[config.mk]
export PLATFORM = sky130hd
export DESIGN_NAME = mu_mem_arbiter_flat
export DESIGN_NICKNAME = d
export VERILOG_FILES = /design/src/rtl/mu_mem_arbiter_if.sv /design/src/rtl/mu_mem_arbiter.sv /design/src/flat_wrapper.sv
export SDC_FILE = /design/constraint.sdc
export NUM_CORES = 1
export LEC_CHECK = 0
export BUFFER_PORTS_ARGS = -buffer_cell sky130_fd_sc_hd__buf_2
export CORE_ASPECT_RATIO = 1.25
export CORE_UTILIZATION = 39
export CTS_CLUSTER_DIAMETER = 100
export DETAILED_ROUTE_END_ITERATION = 10
export PLACE_DENSITY_LB_ADDON = 0.3
export SETUP_SLACK_MARGIN = 0.15
export SLEW_MARGIN = 20
export SYNTH_ARGS = -nofsm -noshare
export SYNTH_HDL_FRONTEND = slang
export SYNTH_SLANG_ARGS = --single-unit
[constraint.sdc]
create_clock -name clk -period 1.8 [get_ports clk]
set_input_delay 0.18 -clock clk [delete_from_list [all_inputs] [get_ports clk]]
set_output_delay 0.18 -clock clk [all_outputs]
set_load 0.05 [all_outputs]
[src/rtl/mu_mem_arbiter_if.sv]
// Bus bundle for mu_mem_arbiter: IF and D requester handshakes plus the shared memory port.
// The slave modport is the arbiter's view; the master modport is the requester/memory side.
interface mu_mem_arbiter_if #(
   parameter int DATA_WIDTH = 32
);
   logic                  if_req_i;
   logic [DATA_WIDTH-1:0] if_addr_i;
   logic                  if_gnt_o;
   logic                  if_rvalid_o;
   logic [DATA_WIDTH-1:0] if_rdata_o;

   logic                  d_req_i;
   logic                  d_we_i;
   logic [DATA_WIDTH-1:0] d_addr_i;
   logic [DATA_WIDTH-1:0] d_wdata_i;
   logic                  d_gnt_o;
   logic                  d_rvalid_o;
   logic [DATA_WIDTH-1:0] d_rdata_o;
   logic                  d_err_o;

   logic                  mem_we_o;
   logic [DATA_WIDTH-1:0] mem_addr_o;
   logic [DATA_WIDTH-1:0] mem_wdata_o;
   logic [DATA_WIDTH-1:0] mem_rdata_i;
   logic                  busy_o;

   modport slave (
      input  if_req_i, if_addr_i,
      output if_gnt_o, if_rvalid_o, if_rdata_o,
      input  d_req_i, d_we_i, d_addr_i, d_wdata_i,
      output d_gnt_o, d_rvalid_o, d_rdata_o, d_err_o,
      output mem_we_o, mem_addr_o, mem_wdata_o,
      input  mem_rdata_i,
      output busy_o
   );

   modport master (
      output if_req_i, if_addr_i,
      input  if_gnt_o, if_rvalid_o, if_rdata_o,
      output d_req_i, d_we_i, d_addr_i, d_wdata_i,
      input  d_gnt_o, d_rvalid_o, d_rdata_o, d_err_o,
      input  mem_we_o, mem_addr_o, mem_wdata_o,
      output mem_rdata_i,
      input  busy_o
   );
endinterface

[src/rtl/mu_mem_arbiter.sv]
// Round-robin IF/D arbiter for one memory port: IDLE->ACC->RESP, gnt at N+1, rvalid at N+2.
// Backpressure: requesters hold req until gnt; loser keeps req high and is served next; ROM stores error out.
module mu_mem_arbiter #(
   parameter int                    DATA_WIDTH = 32,
   parameter logic [DATA_WIDTH-1:0] ROM_LIMIT  = 32'h1000_0000
) (
   input  logic               clk,
   input  logic               rst_n,
   mu_mem_arbiter_if.slave    bus
);

   typedef enum logic [1:0] {IDLE, ACC, RESP} state_t;

   localparam logic WIN_IF = 1'b0;
   localparam logic WIN_D  = 1'b1;

   state_t                state_q,     state_d;
   logic                  last_win_q,  last_win_d;
   logic                  win_q,       win_d;
   logic                  we_q,        we_d;
   logic [DATA_WIDTH-1:0] mem_addr_q,  mem_addr_d;
   logic [DATA_WIDTH-1:0] mem_wdata_q, mem_wdata_d;
   logic                  mem_we_q,    mem_we_d;
   logic                  if_gnt_q,    if_gnt_d;
   logic                  d_gnt_q,     d_gnt_d;
   logic                  if_rvalid_q, if_rvalid_d;
   logic                  d_rvalid_q,  d_rvalid_d;
   logic                  d_err_q,     d_err_d;
   logic [DATA_WIDTH-1:0] if_rdata_q,  if_rdata_d;
   logic [DATA_WIDTH-1:0] d_rdata_q,   d_rdata_d;
   logic                  busy_q,      busy_d;

   logic                  pick;
   logic [DATA_WIDTH-1:0] pick_addr;
   logic                  pick_we;

   always_comb begin
      state_d     = state_q;
      last_win_d  = last_win_q;
      win_d       = win_q;
      we_d        = we_q;
      mem_addr_d  = mem_addr_q;
      mem_wdata_d = mem_wdata_q;
      mem_we_d    = 1'b0;
      if_gnt_d    = 1'b0;
      d_gnt_d     = 1'b0;
      if_rvalid_d = 1'b0;
      d_rvalid_d  = 1'b0;
      d_err_d     = 1'b0;
      if_rdata_d  = if_rdata_q;
      d_rdata_d   = d_rdata_q;
      busy_d      = busy_q;

      // Under contention the side that did not win last time goes first.
      if (bus.if_req_i && bus.d_req_i) begin
         pick = (last_win_q == WIN_D) ? WIN_IF : WIN_D;
      end else begin
         pick = bus.d_req_i ? WIN_D : WIN_IF;
      end
      pick_addr = (pick == WIN_D) ? bus.d_addr_i : bus.if_addr_i;
      pick_we   = (pick == WIN_D) ? bus.d_we_i : 1'b0;

      case (state_q)
         IDLE: begin
            if (bus.if_req_i || bus.d_req_i) begin
               if (bus.if_req_i && bus.d_req_i) begin
                  last_win_d = pick;
               end
               win_d       = pick;
               we_d        = pick_we;
               mem_addr_d  = pick_addr;
               mem_wdata_d = (pick == WIN_D) ? bus.d_wdata_i : '0;
               mem_we_d    = pick_we && (pick_addr >= ROM_LIMIT);
               if_gnt_d    = (pick == WIN_IF);
               d_gnt_d     = (pick == WIN_D);
               busy_d      = 1'b1;
               state_d     = ACC;
            end
         end
         ACC: begin
            // Read data is sampled before the RAM commits, so stores see the old word.
            if (win_q == WIN_D) begin
               d_rdata_d  = bus.mem_rdata_i;
               d_rvalid_d = 1'b1;
               d_err_d    = we_q && (mem_addr_q < ROM_LIMIT);
            end else begin
               if_rdata_d  = bus.mem_rdata_i;
               if_rvalid_d = 1'b1;
            end
            state_d = RESP;
         end
         RESP: begin
            busy_d  = 1'b0;
            state_d = IDLE;
         end
         default: begin
            busy_d  = 1'b0;
            state_d = IDLE;
         end
      endcase
   end

   always_ff @(posedge clk or negedge rst_n) begin
      if (!rst_n) begin
         state_q     <= IDLE;
         last_win_q  <= WIN_D;
         win_q       <= WIN_IF;
         we_q        <= 1'b0;
         mem_addr_q  <= '0;
         mem_wdata_q <= '0;
         mem_we_q    <= 1'b0;
         if_gnt_q    <= 1'b0;
         d_gnt_q     <= 1'b0;
         if_rvalid_q <= 1'b0;
         d_rvalid_q  <= 1'b0;
         d_err_q     <= 1'b0;
         if_rdata_q  <= '0;
         d_rdata_q   <= '0;
         busy_q      <= 1'b0;
      end else begin
         state_q     <= state_d;
         last_win_q  <= last_win_d;
         win_q       <= win_d;
         we_q        <= we_d;
         mem_addr_q  <= mem_addr_d;
         mem_wdata_q <= mem_wdata_d;
         mem_we_q    <= mem_we_d;
         if_gnt_q    <= if_gnt_d;
         d_gnt_q     <= d_gnt_d;
         if_rvalid_q <= if_rvalid_d;
         d_rvalid_q  <= d_rvalid_d;
         d_err_q     <= d_err_d;
         if_rdata_q  <= if_rdata_d;
         d_rdata_q   <= d_rdata_d;
         busy_q      <= busy_d;
      end
   end

   assign bus.if_gnt_o    = if_gnt_q;
   assign bus.if_rvalid_o = if_rvalid_q;
   assign bus.if_rdata_o  = if_rdata_q;
   assign bus.d_gnt_o     = d_gnt_q;
   assign bus.d_rvalid_o  = d_rvalid_q;
   assign bus.d_rdata_o   = d_rdata_q;
   assign bus.d_err_o     = d_err_q;
   assign bus.mem_we_o    = mem_we_q;
   assign bus.mem_addr_o  = mem_addr_q;
   assign bus.mem_wdata_o = mem_wdata_q;
   assign bus.busy_o      = busy_q;

endmodule

[src/flat_wrapper.sv]
// flat-port wrapper written by rule: the top's interface ports become plain ports
module mu_mem_arbiter_flat 
#(
   parameter int                    DATA_WIDTH = 32,
   parameter logic [DATA_WIDTH-1:0] ROM_LIMIT  = 32'h1000_0000
)
  (clk, rst_n, bus_if_req_i, bus_if_addr_i, bus_if_gnt_o, bus_if_rvalid_o, bus_if_rdata_o, bus_d_req_i, bus_d_we_i, bus_d_addr_i, bus_d_wdata_i, bus_d_gnt_o, bus_d_rvalid_o, bus_d_rdata_o, bus_d_err_o, bus_mem_we_o, bus_mem_addr_o, bus_mem_wdata_o, bus_mem_rdata_i, bus_busy_o);
  mu_mem_arbiter_if #(.DATA_WIDTH(DATA_WIDTH)) bus_i ();
  input  logic clk;
  input  logic rst_n;
  input wire logic [$bits(bus_i.if_req_i)-1:0] bus_if_req_i;
  input wire logic [$bits(bus_i.if_addr_i)-1:0] bus_if_addr_i;
  output wire logic [$bits(bus_i.if_gnt_o)-1:0] bus_if_gnt_o;
  output wire logic [$bits(bus_i.if_rvalid_o)-1:0] bus_if_rvalid_o;
  output wire logic [$bits(bus_i.if_rdata_o)-1:0] bus_if_rdata_o;
  input wire logic [$bits(bus_i.d_req_i)-1:0] bus_d_req_i;
  input wire logic [$bits(bus_i.d_we_i)-1:0] bus_d_we_i;
  input wire logic [$bits(bus_i.d_addr_i)-1:0] bus_d_addr_i;
  input wire logic [$bits(bus_i.d_wdata_i)-1:0] bus_d_wdata_i;
  output wire logic [$bits(bus_i.d_gnt_o)-1:0] bus_d_gnt_o;
  output wire logic [$bits(bus_i.d_rvalid_o)-1:0] bus_d_rvalid_o;
  output wire logic [$bits(bus_i.d_rdata_o)-1:0] bus_d_rdata_o;
  output wire logic [$bits(bus_i.d_err_o)-1:0] bus_d_err_o;
  output wire logic [$bits(bus_i.mem_we_o)-1:0] bus_mem_we_o;
  output wire logic [$bits(bus_i.mem_addr_o)-1:0] bus_mem_addr_o;
  output wire logic [$bits(bus_i.mem_wdata_o)-1:0] bus_mem_wdata_o;
  input wire logic [$bits(bus_i.mem_rdata_i)-1:0] bus_mem_rdata_i;
  output wire logic [$bits(bus_i.busy_o)-1:0] bus_busy_o;
  assign bus_i.if_req_i = bus_if_req_i;
  assign bus_i.if_addr_i = bus_if_addr_i;
  assign bus_if_gnt_o = bus_i.if_gnt_o;
  assign bus_if_rvalid_o = bus_i.if_rvalid_o;
  assign bus_if_rdata_o = bus_i.if_rdata_o;
  assign bus_i.d_req_i = bus_d_req_i;
  assign bus_i.d_we_i = bus_d_we_i;
  assign bus_i.d_addr_i = bus_d_addr_i;
  assign bus_i.d_wdata_i = bus_d_wdata_i;
  assign bus_d_gnt_o = bus_i.d_gnt_o;
  assign bus_d_rvalid_o = bus_i.d_rvalid_o;
  assign bus_d_rdata_o = bus_i.d_rdata_o;
  assign bus_d_err_o = bus_i.d_err_o;
  assign bus_mem_we_o = bus_i.mem_we_o;
  assign bus_mem_addr_o = bus_i.mem_addr_o;
  assign bus_mem_wdata_o = bus_i.mem_wdata_o;
  assign bus_i.mem_rdata_i = bus_mem_rdata_i;
  assign bus_busy_o = bus_i.busy_o;
  mu_mem_arbiter #(.DATA_WIDTH(DATA_WIDTH), .ROM_LIMIT(ROM_LIMIT)) u_core (.clk(clk), .rst_n(rst_n), .bus(bus_i));
endmodule
==> results of run 1 <==
==> repair_timing <==
item                       4_1_cts  5_1_grt
setup endpoints to repair       12       45
gates resized for setup          1        4
hold buffers                    66        0
hold endpoints to repair       138        0
cloned                           0        1
buffers inserted                 0        0
==> layer usage <==
| layer | share of wire (%) | vias to the layer above |
|---|---|---|
| met1 | 36 | 2118 |
| li1 | - | 1935 |
| met5 | 0 | - |
| met3 | 6.4 | 44 |
| met2 | 54 | 166 |
| met4 | 3.6 | 0 |
==> sequential cells by signal, summed over array words and instances (netlist names) <==
name,flops
u_core.bus.if_rvalid_o,1
u_core.bus.mem_we_o,1
u_core.win_q,1
u_core.bus.if_gnt_o,1
u_core.bus.mem_addr_o,32
u_core.state_q,2
u_core.bus.mem_wdata_o,32
u_core.bus.d_err_o,1
u_core.bus.if_rdata_o,32
u_core.last_win_q,1
u_core.we_q,1
u_core.bus.d_gnt_o,1
u_core.bus.busy_o,1
u_core.bus.d_rdata_o,32
u_core.bus.d_rvalid_o,1
==> metrics by stage <==
| stage | setup slack [ns] | cells | cell area [um^2] | util [%] | hold slack, ns |
|---|---|---|---|---|---|
| CTS | 0.138 | 877 | 8550 | 59.6 | 0.00981 |
| global route | 0.125 | 878 | 8600 | 59.9 | 0.0153 |
| global placement | 0.111 | 780 | 7320 | 51.0 | 0.159 |
| finish | 0.164 | 879 | 8600 | 59.9 | 0.0315 |
| floorplan | 0.225 | 342 | 5720 | - | -0.116 |
| detailed placement | 0.0947 | 780 | 7320 | 51.0 | 0.169 |
==> path summary, 6_finish.rpt <==
check,startpoint,depth (start not counted),end
setup reg to reg,u_core.last_win_q,4,u_core.bus.mem_addr_o[31]
hold / removal,bus_mem_rdata_i[14],2,u_core.bus.d_rdata_o[14]
hold reg to reg,u_core.state_q[1],1,u_core.state_q[1]
min in group asynchronous,rst_n,2,u_core.bus.d_rdata_o[7]
setup / recovery,u_core.last_win_q,4,u_core.bus.mem_addr_o[31]
max in group asynchronous,rst_n,3,u_core.last_win_q
==> layout by cell type, fill, tap and decap left out, types with 2 or more instances in the layout <==
cell type and count:
a22o_1 33, and3_2 2, buf_12 7, buf_2 266
buf_4 6, clkbuf_16 18, clkbuf_8 2, clkinv_2 2
clkinv_4 3, clkinvlp_4 5, dfrtp_1 139, dlygate4sd3_1 66
inv_6 2, mux2_2 70, mux2_4 58, nand2_1 3
nor4_1 2
==> kinds of logic (layout without fill, tap and decap cells) <==
| logic type | Yosys count | count (layout) |
|---|---|---|
| buffers and inverters | 23 | 381 |
| AO/OA/AOI/OAI | 38 | 38 |
| flip-flops | 140 | 140 |
| other | 0 | 1 |
| multiplexers | 128 | 128 |
| AND/OR/NAND/NOR | 12 | 12 |
| XOR/XNOR | 1 | 1 |
==> area by class of cell <==
cell class,instances,area [um^2],area share [%]
Clock buffer,19,453,5.27
Multi-Input combinational cell,179,2070,24.1
Antenna cell,1,2.50,0.0291
Tap cell,178,223,2.59
Sequential cell,140,3500,40.8
Clock inverter,12,116,1.35
Timing Repair Buffer,347,2210,25.7
Inverter,3,12.5,0.146
==> impl_metrics.tcl, run 1 <==
set metrics [dict create \
    cpMostUsedCell "mux2_2" \
    avgSynthCellArea_um2 16.7 \
    wl_per_cell_um 17.0 \
    drtAntennaViolNets 0 \
    netlist-cell-type-count 25 \
    synth_area_mm2 0.00572 \
    worstPathRequired_ns 2.10 \
    synth-async-reset-ratio_pct 100 \
    drc 4 \
    ys_ff_latch 140 \
    cts_buffers 17 \
    clkLatencyLatePin_ns 0.42 \
    rows 49 \
    run_status "finished with violations" \
    drive_gt1_share_pct 64.0 \
    maxSlewHeadroom_pct 67.1 \
    grt-ovfl-total 0 \
    hold_class "in -> reg" \
    setup_tns_ns 0 \
    port_buffers 267 \
    syn-instance-count 342 \
    fin_skew_ns 0.00859 \
    synthTopCellsByCount "dfrtp_1, mux2_2, mux2_4" \
    clock-root-buffer "clkbuf_16" \
    grt_max_degree 50 \
    cts_buffer_depth 2 \
    cts.sinks 140 \
    die_w_um 110 \
    final_net_count 821 \
    finalMaxSlewViolations 0 \
    busiest_layer "met2" \
    met1_usage_pct 19.9 \
    gp_routability_congestion 0.792 \
    detailedRoute.firstPassIterationCount 9 \
    synthesis.nets 475 \
    met3_usage_pct 6.53 \
    cp_data_arrival_time_ns 1.94 \
    crit_buf_inv 1 \
    synthSimpleGateAreaFrac_pct 1.16 \
    hold_violations 0 \
    synth_ff_type "dfrtp_1" \
    violations "design-rule violations" \
    area_delta_synth_final_pct 50.2 \
    die_h_um 137 \
    synthAdderAreaFrac_pct 0 \
    cts_tree "done" \
    grt_util_all_layers_pct 19.6 \
    synth_top_family_by_area "multiplexers" \
    worstSetupPathType "reg -> reg" \
    synth.area.top_cells "dfrtp_1, mux2_4, mux2_2, a22o_1, buf_12" \
    maxCapViolations 0 \
    drt-total-wl_um 14900 \
    synth.most_common_cell "dfrtp_1" \
    avgViaCountPerCell 4.85 \
    grt_pass1_vias 4479 \
    tightest_slew_ns 0.493 \
    synth_mux_area_share_pct 29.0 \
    synth-seq-area-share_pct 61.2 \
    synth_xor_area_share_pct 0.153 \
    vias 4263 \
    crit_fanout 13 \
    max_stage_delay_ns 0.56 \
    yosysWarnings 0 \
    cp-end-kind "flop" \
    floorplan.initialDensity_pct 39.9 \
    synth_compound_area_share_pct 5.68 \
    coreArea_mm2 0.0143 \
    hpwl_um 9900 \
    r2r_setup_slack_ns 0.16 \
    pin_count 268 \
    fmax_mhz 611 \
    cp-start-kind "flop" \
    n_fill_cell 1143 \
    setup_viol 0 \
    drt_iter0_markers 114 \
    grt_pass1_wl_um 22100 \
    synth-edff-count 0 \
    yosysTopAreaCell "dfrtp_1" \
    min_period_ns 1.64 \
    dieArea_mm2 0.0152 \
    antenna_found_initial 1 \
    worstPathCellList "a21bo_4 > buf_12 > mux2_2 > mux2_2" \
    crit_family "multiplexers" \
    cts.clk_slew.worst_paths_ns 0.06 \
    cts-htree-levels 4 \
    period_share_pct 90.9 \
    rsz0062_at_grt "yes" \
    yosysTopAreaCellShare_pct 60.8 \
    use_met2_pct 35.2 \
    crit_slowest_cell "dfstp_2" \
]
Power of run 1 is left out: the tool's default activity adds up to more than one toggle a clock period on the data nets, which glitch-free logic cannot reach.
==> run 2: changes to the inputs <==
--- a/config.mk
+++ b/config.mk
@@ -8,7 +8,7 @@
 export BUFFER_PORTS_ARGS = -buffer_cell sky130_fd_sc_hd__buf_2
 export CORE_ASPECT_RATIO = 1.25
 export CORE_UTILIZATION = 39
-export CTS_CLUSTER_DIAMETER = 100
+export CTS_CLUSTER_DIAMETER = 120
 export DETAILED_ROUTE_END_ITERATION = 10
 export PLACE_DENSITY_LB_ADDON = 0.3
 export SETUP_SLACK_MARGIN = 0.15
==> constraint.sdc (replaced) <==
create_clock -name clk -period 1.8 [get_ports clk]
set_input_delay 0.36 -clock clk [delete_from_list [all_inputs] [get_ports clk]]
set_output_delay 0.36 -clock clk [all_outputs]
set_load 0.05 [all_outputs]
==> run 2 against run 1 <==
Effect of this change: the run still ends with design-rule violations left; die area is the same; via count down 7.4%; cell count decreased by 7.5%; hold slack improved by 0.14 ns.
==> impl_metrics.tcl, run 2 (same netlist as run 1, synthesis figures left out) <==
set metrics [dict create \
    die_w_um 110 \
    drt-total-wl_um 13700 \
    final_net_count 757 \
    antenna_cells 0 \
    cpMostUsedCell "mux2_2" \
    wl_per_cell_um 16.9 \
    max_stage_delay_ns 0.56 \
    crit_family "multiplexers" \
    rsz0062_at_grt "yes" \
    r2r_setup_slack_ns 0.16 \
    placed_cells 781 \
    maxSlewHeadroom_pct 74.2 \
    cts-htree-levels 4 \
    cts.sinks 140 \
    dieArea_mm2 0.0152 \
    fmax_mhz 610 \
    finalMaxSlewViolations 0 \
    grt_max_degree 41 \
    cts_buffer_depth 2 \
    drive_gt1_share_pct 70.2 \
    final_cell_mix "buf_2, dfrtp_1, mux2_2" \
    grt_util_all_layers_pct 17.9 \
    antenna_found_initial 0 \
    cp-start-kind "flop" \
    hold_violations 0 \
    fin_util_pct 55.2 \
    drc 2 \
    fin_ws_ns 0.160 \
    setup_tns_ns 0 \
    cts.clk_slew.worst_paths_ns 0.06 \
    cp-end-kind "flop" \
    tightest_slew_ns 0.387 \
    grt_pass1_vias 4039 \
    mostFrequentLayoutCell "buf_2" \
    cp_data_arrival_time_ns 1.93 \
    detailedRoute.firstPassIterationCount 7 \
    cts_buffers 17 \
    dp_slack_ns 0.101 \
    die_h_um 137 \
    run_status "finished with violations" \
    drtAntennaViolNets 0 \
    grt-ovfl-total 0 \
    gp_routability_congestion 0.782 \
    hpwl_um 9840 \
    pin_count 268 \
    period_share_pct 91.1 \
    rows 49 \
    avgViaCountPerCell 4.86 \
    grt_pass1_wl_um 20300 \
    coreArea_mm2 0.0143 \
    crit_start "u_core.last_win_q" \
    finalNonFillerCells 813 \
    fin_skew_ns 0.0119 \
    maxCapViolations 0 \
    clock-root-buffer "clkbuf_16" \
    vias 3949 \
    hp-start "bus_d_wdata_i[23]" \
    worstPathCellList "a21bo_4 > buf_12 > mux2_2 > mux2_2" \
    clkLatencyLatePin_ns 0.41 \
    crit_fanout 11 \
    port_buffers 267 \
    violations "design-rule violations" \
    floorplan.initialDensity_pct 39.9 \
    setup_viol 0 \
    crit_buf_inv 1 \
    min_period_ns 1.64 \
    area_delta_synth_final_pct 38.4 \
    r2r-start "u_core.last_win_q" \
    worstSetupPathType "reg -> reg" \
    crit_slowest_cell "dfstp_2" \
    hold_class "in -> reg" \
    cts_tree "done" \
    drt_iter0_markers 124 \
    worstPathRequired_ns 2.09 \
]
-- run 2: cell count changes in the layout (fill, tap and decap cells not counted) --
| cell | change |
|---|---|
| buf_4 | +2 |
| diode_2 | -1 |
| clkbuf_1 | +2 |
| clkinvlp_4 | -5 |
| dlygate4sd3_1 | -65 |
| buf_12 | -2 |
| clkbuf_8 | +1 |
| inv_6 | -1 |
| clkinv_4 | +2 |
| buf_6 | +1 |
-- run 2: path summary, 6_finish.rpt --
kind                                              end  depth (start not counted)
min                        u_core.bus.mem_wdata_o[23]                          2
max in group asynchronous     u_core.bus.d_rdata_o[5]                          3
min reg2reg                         u_core.state_q[1]                          1
max                          u_core.bus.mem_addr_o[0]                          4
min in group asynchronous    u_core.bus.if_rdata_o[1]                          2
max reg2reg                  u_core.bus.mem_addr_o[0]                          4
-- run 2: through the flow --
step / hold slack, ns / area [um^2]
2_1_floorplan: 0.0644 / 5720
3_3_place_gp: 0.293 / 7320
3_5_place_dp: 0.298 / 7320
4_1_cts: 0.149 / 7890
5_1_grt: 0.158 / 7920
6_report: 0.167 / 7920
-- run 2: what timing repair did --
item / 4_1_cts / 5_1_grt
endpoints found under the hold margin: 32 / 0
gates resized for setup: 0 / 3
hold buffers: 1 / 0
cloned: 0 / 1
buffers inserted: 0 / 0
setup endpoints to repair: 24 / 48
pin swaps: 0 / 1
-- run 2: layer usage --
metal  track usage (%)  vias to the layer above  share of wire (%)
met5                 0                        -                  0
met4              11.0                        0                3.8
met3              4.35                       34                5.6
met2              30.8                      150                 52
met1              19.7                     1964                 39
li1                  -                     1801                  -
-- run 2: layout make-up --
| cell class | count | area [um^2] |
|---|---|---|
| Clock buffer | 22 | 474 |
| Clock inverter | 8 | 87.6 |
| Fill cell | 1218 | 6420 |
| Inverter | 3 | 12.5 |
| Multi-Input combinational cell | 179 | 2070 |
| Sequential cell | 140 | 3500 |
| Tap cell | 178 | 223 |
| Timing Repair Buffer | 283 | 1550 |
-- run 2: worst register-to-register path: cells and delay by family (launching register included) --
family                 cells  cell delay (ns)
DFF                        1             0.56
muxes                      2             0.60
AOI/OAI and AO/OA          1             0.20
buffers and inverters      1             0.17
Power of run 2 is left out for the same reason.
